## src/rtl/axi_master_connector_pkg.sv

```systemverilog
// -----------------------------------------------------------------------------
// axi_conf: shared AXI4 configuration package.
// Provides the default bus widths, the BURST/RESP encodings and the packed
// channel / request / response structs used by internal AXI plumbing.
// -----------------------------------------------------------------------------
package axi_conf;

  localparam int unsigned DATA_WIDTH   = 32;
  localparam int unsigned ADDR_WIDTH   = 32;
  localparam int unsigned STRB_WIDTH   = DATA_WIDTH / 8;
  localparam int unsigned ID_WIDTH     = 8;
  localparam int unsigned AWUSER_WIDTH = 1;
  localparam int unsigned WUSER_WIDTH  = 1;
  localparam int unsigned BUSER_WIDTH  = 1;
  localparam int unsigned ARUSER_WIDTH = 1;
  localparam int unsigned RUSER_WIDTH  = 1;
  localparam int unsigned ATOP_WIDTH   = 6;

  typedef enum logic [1:0] {
    BURST_FIXED = 2'b00,
    BURST_INCR  = 2'b01,
    BURST_WRAP  = 2'b10
  } burst_e;

  typedef enum logic [1:0] {
    RESP_OKAY   = 2'b00,
    RESP_EXOKAY = 2'b01,
    RESP_SLVERR = 2'b10,
    RESP_DECERR = 2'b11
  } resp_e;

  typedef struct packed {
    logic [ID_WIDTH-1:0]     id;
    logic [ADDR_WIDTH-1:0]   addr;
    logic [7:0]              len;
    logic [2:0]              size;
    logic [1:0]              burst;
    logic                    lock;
    logic [3:0]              cache;
    logic [2:0]              prot;
    logic [3:0]              qos;
    logic [3:0]              region;
    logic [ATOP_WIDTH-1:0]   atop;
    logic [AWUSER_WIDTH-1:0] user;
  } aw_chan_t;

  typedef struct packed {
    logic [DATA_WIDTH-1:0]  data;
    logic [STRB_WIDTH-1:0]  strb;
    logic                   last;
    logic [WUSER_WIDTH-1:0] user;
  } w_chan_t;

  typedef struct packed {
    logic [ID_WIDTH-1:0]    id;
    logic [1:0]             resp;
    logic [BUSER_WIDTH-1:0] user;
  } b_chan_t;

  typedef struct packed {
    logic [ID_WIDTH-1:0]     id;
    logic [ADDR_WIDTH-1:0]   addr;
    logic [7:0]              len;
    logic [2:0]              size;
    logic [1:0]              burst;
    logic                    lock;
    logic [3:0]              cache;
    logic [2:0]              prot;
    logic [3:0]              qos;
    logic [3:0]              region;
    logic [ARUSER_WIDTH-1:0] user;
  } ar_chan_t;

  typedef struct packed {
    logic [ID_WIDTH-1:0]    id;
    logic [DATA_WIDTH-1:0]  data;
    logic [1:0]             resp;
    logic                   last;
    logic [RUSER_WIDTH-1:0] user;
  } r_chan_t;

  typedef struct packed {
    aw_chan_t aw;
    logic     aw_valid;
    w_chan_t  w;
    logic     w_valid;
    logic     b_ready;
    ar_chan_t ar;
    logic     ar_valid;
    logic     r_ready;
  } req_t;

  typedef struct packed {
    logic    aw_ready;
    logic    ar_ready;
    logic    w_ready;
    logic    b_valid;
    b_chan_t b;
    logic    r_valid;
    r_chan_t r;
  } resp_t;

endpackage

```

## src/rtl/axi_master_connector_skid_buf.sv

```systemverilog
// -----------------------------------------------------------------------------
// axi_conn_skid_buf: full-throughput two-entry skid buffer (valid/ready).
// Main register M drives the output; skid register S catches the beat that
// arrives while M is stalled. in_ready is registered and equals !S.valid.
// Ports:
//   clk, rst                      clock, async active-high reset
//   in_valid/in_ready/in_data     upstream side
//   out_valid/out_ready/out_data  downstream side
// -----------------------------------------------------------------------------
module axi_conn_skid_buf #(
  parameter int unsigned WIDTH = 1
) (
  input  logic             clk,
  input  logic             rst,
  input  logic             in_valid,
  output logic             in_ready,
  input  logic [WIDTH-1:0] in_data,
  output logic             out_valid,
  input  logic             out_ready,
  output logic [WIDTH-1:0] out_data
);

  logic             m_valid_q, m_valid_d;
  logic             s_valid_q, s_valid_d;
  logic             in_ready_q, in_ready_d;
  logic [WIDTH-1:0] m_data_q, m_data_d;
  logic [WIDTH-1:0] s_data_q, s_data_d;
  logic             accept;
  logic             drain;

  always_comb begin
    m_valid_d = m_valid_q;
    s_valid_d = s_valid_q;
    m_data_d  = m_data_q;
    s_data_d  = s_data_q;
    accept    = in_valid & in_ready_q;
    drain     = m_valid_q & out_ready;

    if (drain) begin
      if (s_valid_q) begin
        m_data_d  = s_data_q;
        s_valid_d = 1'b0;
      end else begin
        m_valid_d = 1'b0;
      end
    end

    // accept implies S is empty, so S->M refill and accept never collide
    if (accept) begin
      if (!m_valid_q || drain) begin
        m_data_d  = in_data;
        m_valid_d = 1'b1;
      end else begin
        s_data_d  = in_data;
        s_valid_d = 1'b1;
      end
    end

    in_ready_d = !s_valid_d;
  end

  always_ff @(posedge clk or posedge rst) begin
    if (rst) begin
      m_valid_q  <= 1'b0;
      s_valid_q  <= 1'b0;
      in_ready_q <= 1'b0;
    end else begin
      m_valid_q  <= m_valid_d;
      s_valid_q  <= s_valid_d;
      in_ready_q <= in_ready_d;
    end
  end

  // payload registers carry no reset; they only load on accept/refill
  always_ff @(posedge clk) begin
    m_data_q <= m_data_d;
    s_data_q <= s_data_d;
  end

  assign in_ready  = in_ready_q;
  assign out_valid = m_valid_q;
  assign out_data  = m_data_q;

endmodule

```

## src/rtl/axi_master_connector.sv

```systemverilog
// -----------------------------------------------------------------------------
// axi_master_connector: drives flat m_axi_* AXI4 master ports from an internal
// axi_conf::req_t / resp_t pair. AW, W and AR each pass through a skid buffer.
// B and R are combinational passthrough unless AXI_MASTER_CONN_RSP_REG_EN is
// defined, in which case they also go through skid buffers (+1 cycle latency).
// Ports:
//   clk, rst                 clock, async active-high reset
//   axi_req_i / axi_resp_o   internal request / response structs
//   m_axi_aw* / m_axi_w* / m_axi_ar*   outgoing request channels
//   m_axi_b* / m_axi_r*                incoming response channels
// aw.atop is not forwarded.
// -----------------------------------------------------------------------------
module axi_master_connector
  import axi_conf::*;
#(
  parameter int unsigned DATA_WIDTH   = 32,
  parameter int unsigned ADDR_WIDTH   = 32,
  parameter int unsigned STRB_WIDTH   = DATA_WIDTH / 8,
  parameter int unsigned ID_WIDTH     = 8,
  parameter int unsigned AWUSER_WIDTH = 1,
  parameter int unsigned WUSER_WIDTH  = 1,
  parameter int unsigned BUSER_WIDTH  = 1,
  parameter int unsigned ARUSER_WIDTH = 1,
  parameter int unsigned RUSER_WIDTH  = 1
) (
  input  logic                    clk,
  input  logic                    rst,
  input  req_t                    axi_req_i,
  output resp_t                   axi_resp_o,
  output logic [ID_WIDTH-1:0]     m_axi_awid,
  output logic [ADDR_WIDTH-1:0]   m_axi_awaddr,
  output logic [7:0]              m_axi_awlen,
  output logic [2:0]              m_axi_awsize,
  output logic [1:0]              m_axi_awburst,
  output logic                    m_axi_awlock,
  output logic [3:0]              m_axi_awcache,
  output logic [2:0]              m_axi_awprot,
  output logic [3:0]              m_axi_awqos,
  output logic [3:0]              m_axi_awregion,
  output logic [AWUSER_WIDTH-1:0] m_axi_awuser,
  output logic                    m_axi_awvalid,
  input  logic                    m_axi_awready,
  output logic [DATA_WIDTH-1:0]   m_axi_wdata,
  output logic [STRB_WIDTH-1:0]   m_axi_wstrb,
  output logic                    m_axi_wlast,
  output logic [WUSER_WIDTH-1:0]  m_axi_wuser,
  output logic                    m_axi_wvalid,
  input  logic                    m_axi_wready,
  input  logic [ID_WIDTH-1:0]     m_axi_bid,
  input  logic [1:0]              m_axi_bresp,
  input  logic [BUSER_WIDTH-1:0]  m_axi_buser,
  input  logic                    m_axi_bvalid,
  output logic                    m_axi_bready,
  output logic [ID_WIDTH-1:0]     m_axi_arid,
  output logic [ADDR_WIDTH-1:0]   m_axi_araddr,
  output logic [7:0]              m_axi_arlen,
  output logic [2:0]              m_axi_arsize,
  output logic [1:0]              m_axi_arburst,
  output logic                    m_axi_arlock,
  output logic [3:0]              m_axi_arcache,
  output logic [2:0]              m_axi_arprot,
  output logic [3:0]              m_axi_arqos,
  output logic [3:0]              m_axi_arregion,
  output logic [ARUSER_WIDTH-1:0] m_axi_aruser,
  output logic                    m_axi_arvalid,
  input  logic                    m_axi_arready,
  input  logic [ID_WIDTH-1:0]     m_axi_rid,
  input  logic [DATA_WIDTH-1:0]   m_axi_rdata,
  input  logic [1:0]              m_axi_rresp,
  input  logic                    m_axi_rlast,
  input  logic [RUSER_WIDTH-1:0]  m_axi_ruser,
  input  logic                    m_axi_rvalid,
  output logic                    m_axi_rready
);

  // len+size+burst+lock+cache+prot+qos+region = 29 bits
  localparam int unsigned AW_W = ID_WIDTH + ADDR_WIDTH + 29 + AWUSER_WIDTH;
  localparam int unsigned W_W  = DATA_WIDTH + STRB_WIDTH + 1 + WUSER_WIDTH;
  localparam int unsigned AR_W = ID_WIDTH + ADDR_WIDTH + 29 + ARUSER_WIDTH;

  logic [AW_W-1:0] aw_in, aw_out;
  logic [W_W-1:0]  w_in, w_out;
  logic [AR_W-1:0] ar_in, ar_out;
  logic            aw_ready, w_ready, ar_ready;
  logic            unused_atop;

  assign unused_atop = ^axi_req_i.aw.atop;

  assign aw_in = {axi_req_i.aw.id, axi_req_i.aw.addr, axi_req_i.aw.len,
                  axi_req_i.aw.size, axi_req_i.aw.burst, axi_req_i.aw.lock,
                  axi_req_i.aw.cache, axi_req_i.aw.prot, axi_req_i.aw.qos,
                  axi_req_i.aw.region, axi_req_i.aw.user};
  assign {m_axi_awid, m_axi_awaddr, m_axi_awlen, m_axi_awsize, m_axi_awburst,
          m_axi_awlock, m_axi_awcache, m_axi_awprot, m_axi_awqos,
          m_axi_awregion, m_axi_awuser} = aw_out;

  assign w_in = {axi_req_i.w.data, axi_req_i.w.strb, axi_req_i.w.last,
                 axi_req_i.w.user};
  assign {m_axi_wdata, m_axi_wstrb, m_axi_wlast, m_axi_wuser} = w_out;

  assign ar_in = {axi_req_i.ar.id, axi_req_i.ar.addr, axi_req_i.ar.len,
                  axi_req_i.ar.size, axi_req_i.ar.burst, axi_req_i.ar.lock,
                  axi_req_i.ar.cache, axi_req_i.ar.prot, axi_req_i.ar.qos,
                  axi_req_i.ar.region, axi_req_i.ar.user};
  assign {m_axi_arid, m_axi_araddr, m_axi_arlen, m_axi_arsize, m_axi_arburst,
          m_axi_arlock, m_axi_arcache, m_axi_arprot, m_axi_arqos,
          m_axi_arregion, m_axi_aruser} = ar_out;

  axi_conn_skid_buf #(.WIDTH(AW_W)) u_aw_buf (
    .clk       (clk),
    .rst       (rst),
    .in_valid  (axi_req_i.aw_valid),
    .in_ready  (aw_ready),
    .in_data   (aw_in),
    .out_valid (m_axi_awvalid),
    .out_ready (m_axi_awready),
    .out_data  (aw_out)
  );

  axi_conn_skid_buf #(.WIDTH(W_W)) u_w_buf (
    .clk       (clk),
    .rst       (rst),
    .in_valid  (axi_req_i.w_valid),
    .in_ready  (w_ready),
    .in_data   (w_in),
    .out_valid (m_axi_wvalid),
    .out_ready (m_axi_wready),
    .out_data  (w_out)
  );

  axi_conn_skid_buf #(.WIDTH(AR_W)) u_ar_buf (
    .clk       (clk),
    .rst       (rst),
    .in_valid  (axi_req_i.ar_valid),
    .in_ready  (ar_ready),
    .in_data   (ar_in),
    .out_valid (m_axi_arvalid),
    .out_ready (m_axi_arready),
    .out_data  (ar_out)
  );

`ifdef AXI_MASTER_CONN_RSP_REG_EN
  localparam int unsigned B_W = ID_WIDTH + 2 + BUSER_WIDTH;
  localparam int unsigned R_W = ID_WIDTH + DATA_WIDTH + 2 + 1 + RUSER_WIDTH;

  logic [B_W-1:0] b_out;
  logic [R_W-1:0] r_out;
  logic           b_valid, r_valid;

  // response buffers run slave->master: external port is the upstream side
  axi_conn_skid_buf #(.WIDTH(B_W)) u_b_buf (
    .clk       (clk),
    .rst       (rst),
    .in_valid  (m_axi_bvalid),
    .in_ready  (m_axi_bready),
    .in_data   ({m_axi_bid, m_axi_bresp, m_axi_buser}),
    .out_valid (b_valid),
    .out_ready (axi_req_i.b_ready),
    .out_data  (b_out)
  );

  axi_conn_skid_buf #(.WIDTH(R_W)) u_r_buf (
    .clk       (clk),
    .rst       (rst),
    .in_valid  (m_axi_rvalid),
    .in_ready  (m_axi_rready),
    .in_data   ({m_axi_rid, m_axi_rdata, m_axi_rresp, m_axi_rlast, m_axi_ruser}),
    .out_valid (r_valid),
    .out_ready (axi_req_i.r_ready),
    .out_data  (r_out)
  );

  always_comb begin
    axi_resp_o          = '0;
    axi_resp_o.aw_ready = aw_ready;
    axi_resp_o.w_ready  = w_ready;
    axi_resp_o.ar_ready = ar_ready;
    axi_resp_o.b_valid  = b_valid;
    {axi_resp_o.b.id, axi_resp_o.b.resp, axi_resp_o.b.user} = b_out;
    axi_resp_o.r_valid  = r_valid;
    {axi_resp_o.r.id, axi_resp_o.r.data, axi_resp_o.r.resp,
     axi_resp_o.r.last, axi_resp_o.r.user} = r_out;
  end
`else
  assign m_axi_bready = axi_req_i.b_ready;
  assign m_axi_rready = axi_req_i.r_ready;

  always_comb begin
    axi_resp_o          = '0;
    axi_resp_o.aw_ready = aw_ready;
    axi_resp_o.w_ready  = w_ready;
    axi_resp_o.ar_ready = ar_ready;
    axi_resp_o.b_valid  = m_axi_bvalid;
    axi_resp_o.b.id     = m_axi_bid;
    axi_resp_o.b.resp   = m_axi_bresp;
    axi_resp_o.b.user   = m_axi_buser;
    axi_resp_o.r_valid  = m_axi_rvalid;
    axi_resp_o.r.id     = m_axi_rid;
    axi_resp_o.r.data   = m_axi_rdata;
    axi_resp_o.r.resp   = m_axi_rresp;
    axi_resp_o.r.last   = m_axi_rlast;
    axi_resp_o.r.user   = m_axi_ruser;
  end
`endif

endmodule

```

## config.mk

```make
export PLATFORM = sky130hd
export DESIGN_NAME = axi_master_connector
export DESIGN_NICKNAME = d
export VERILOG_FILES = /design/src/rtl/axi_master_connector_pkg.sv /design/src/rtl/axi_master_connector_skid_buf.sv /design/src/rtl/axi_master_connector.sv
export SDC_FILE = /design/constraint.sdc
export NUM_CORES = 1
export LEC_CHECK = 0
export ABC_AREA = 0
export CORE_MARGIN = 1.5
export CORE_UTILIZATION = 39
export DETAILED_ROUTE_END_ITERATION = 6
export PLACE_DENSITY = 0.73
export SYNTH_ARGS = -nofsm -noshare
export SYNTH_HDL_FRONTEND = slang
export SYNTH_HIERARCHICAL = 1
export SYNTH_SLANG_ARGS = --single-unit
```

## constraint.sdc

```tcl
create_clock -name clk -period 5.29 [get_ports clk]
set_clock_uncertainty 0.1 [all_clocks]
set_input_delay 0.529 -clock clk [delete_from_list [all_inputs] [get_ports clk]]
set_output_delay 0.529 -clock clk [all_outputs]
set_load 0.02 [all_outputs]
```

==> impl_metrics.ini <==
[sta]
whs_ps = 287
tightest_slew_ps = 1040
period_needed_ps = 3090
max-slew-margin-rel = 0.303
slew_violations = 0
period_share = 0.585
max_freq_mhz = 323
hold_viol = 0
fin_ws_ps = 2200
setup_tns_ps = 0
setup_viol = 0
rsz0062_at_grt = false

[finish]
fin_nets = 1792
final_cell_mix = clkdlybuf4s50_1 (369), nand2_1 (363), nor3_1 (178), dfxtp_1 (178), edfxtp_1 (178)
drive_above_1_share = 0.0739
fillers = 2995
area_growth_pct = 33.7
layout_commonest_cell = clkdlybuf4s50_1

[clocking]
clkSinkCount = 365
cts_inserted_buffers = 38
clkSlewWorstSetupHoldPaths_ps = 60
cts_resized = 0
holdBufCountCts = 0
post_cts_buffers = 0
h-tree-depth = 2
cts_root_buf = clkbuf_16
insertion_delay_ps = 520
clockBufferDepth = 3
cts_tree = done

[logic_synthesis]
syn_area_per_cell_um2 = 10.9
yosysTopAreaCell = edfxtp_1
syn_area_um2 = 13900
syn-num-nets = 1525
yosys_warnings = 6
synth_area_leaders = edfxtp_1 (39%), dfxtp_1 (26%), nand2_1 (9.9%)
ys_seq_elements = 365
synthDominantCellAreaShare = 0.386
synth_cell_type_count = 22
synthCells = 1274
yosysSeqAreaShare = 0.659

[placement]
dp_hpwl_um = 24200
io_buffers = 369
pre_cts_ws_ps = 1680
gp_congestion = 0.773

[setup_path]
cp-end-kind = flip-flop
r2r_end = u_ar_buf/s_data_q[21]$_DFFE_PP_
rr_startpoint = u_ar_buf/out_valid$_DFF_PP0_
cp-start-kind = primary input
worstPathRequired_ps = 5340
arrival_ps = 3150
timing.setup.critical_path_class = primary input to flip-flop
reg2reg_depth = 3
crit_path_max_fanout = 38
ff2ff_setup_slack_ps = 2290

[floorplanning]
ios = 494
die_y_um = 192
dieArea_um2 = 36700
die_w_um = 192
core_um2 = 34800
rows = 68
initial_core_util = 0.398

[power]
ir_drop_uv = 408
fin_total_pwr_mw = 11.5
power.leakage_nw = 6.86
p_per_area_nw_per_um2 = 618

[drt]
vias_per_cell = 5.26
dr.pass1.iters = 5
routed_wl_um = 38100
via_count = 10600
ant_nets = 0
drc = 0
wl_per_cell_um = 18.8
drtIter0Drc = 501

[worst_hold_path]
min_path_type = primary input to async pin

[job]
max_cap_violations = 0

[grt]
grtUsageTotal = 0.199
grt_pass1_wl_um = 58200
grt_antenna_before_repair = 0
grt_max_degree = 72
gr-total-overflow = 0
grt_pass1_vias = 10800

[run_status]
status = completed
synthesized netlist by cell type, drive strengths merged:
library cell	instances
nand3	3
o21ai	3
clkbuf	61
nor3	178
dfrtp	9
and3	6
a31oi	178
a21oi	3
buf	97
edfxtp	178
nor2b	3
inv	6
or2	3
dfxtp	178
nand2	365
a21o	3
logic make-up after synthesis:
| group | synth area share |
|---|---|
| AOI/OAI and AO/OA | 0.0985 |
| buffers and inverters | 0.0727 |
| and+or+nand+nor | 0.170 |
| DFF | 0.659 |
worst max-delay path, cell delays in order:
cell and delay [ps]:
clkdlybuf4s50_1 530, nor2b_4 550, and3_2 900, buf_4 580
worst max-delay path by stage:
stage	depth (start not counted)	slack [ps]	from	to
final	4	2200	m_axi_arready	u_ar_buf/s_data_q[21]$_DFFE_PP_
after global routing	4	2080	m_axi_arready	u_ar_buf/s_data_q[21]$_DFFE_PP_
after global placement	4	1730	m_axi_arready	u_ar_buf/s_data_q[36]$_DFFE_PP_
after detailed placement	4	1680	m_axi_arready	u_ar_buf/s_data_q[21]$_DFFE_PP_
after floorplan	3	2220	u_ar_buf/out_valid$_DFF_PP0_	u_ar_buf/s_data_q[0]$_DFFE_PP_
after CTS	4	2220	m_axi_arready	u_ar_buf/s_data_q[34]$_DFFE_PP_
flip-flops by register name (all words and copies together), names as in the netlist:
register            cells
u_ar_buf/in_ready       1
u_ar_buf/out_data      70
u_ar_buf/out_valid      1
u_ar_buf/s_data_q      70
u_ar_buf/s_valid_q      1
u_aw_buf/in_ready       1
u_aw_buf/out_data      70
u_aw_buf/out_valid      1
u_aw_buf/s_data_q      70
u_aw_buf/s_valid_q      1
u_w_buf/in_ready        1
u_w_buf/out_data       38
u_w_buf/out_valid       1
u_w_buf/s_data_q       38
u_w_buf/s_valid_q       1
final cells by class:
class                      instances  area [um^2]  area share
multi-input combinational        745         3760       0.203
antenna                            1         2.50    0.000135
clock inverter                     8         71.3     0.00385
tap                              455          569      0.0307
clock buffer                      60         1140      0.0618
sequential                       365         9130       0.493
timing repair buffer             385         3830       0.206
inverter                           6         22.5     0.00122
power breakdown:
group | leakage [nW] | total (mW) | internal, mW | switching (mW)
combinational | 3.03 | 4.46 | 1.93 | 2.53
sequential | 3.23 | 4.40 | 3.92 | 0.475
clock | 0.598 | 2.59 | 1.53 | 1.06
per-stage QoR:
stage,utilization,cell area [um^2],cells
finish,0.533,18500,2025
global placement,0.497,17300,1956
detailed placement,0.497,17300,1956
floorplan,-,13900,1274
global route,0.532,18500,2024
CTS,0.532,18500,2024
layer usage:
| layer | wire (um) | GRT usage | part of all wire | vias up |
|---|---|---|---|---|
| met5 | 0 | 0 | 0 | - |
| met2 | 18700 | 0.333 | 0.49 | 466 |
| met4 | 1110 | 0.0733 | 0.029 | 0 |
| li1 | - | - | - | 4987 |
| met3 | 3420 | 0.0549 | 0.090 | 84 |
| met1 | 15000 | 0.244 | 0.39 | 5111 |
No activity file was read; power rests on OpenSTA's default activity.
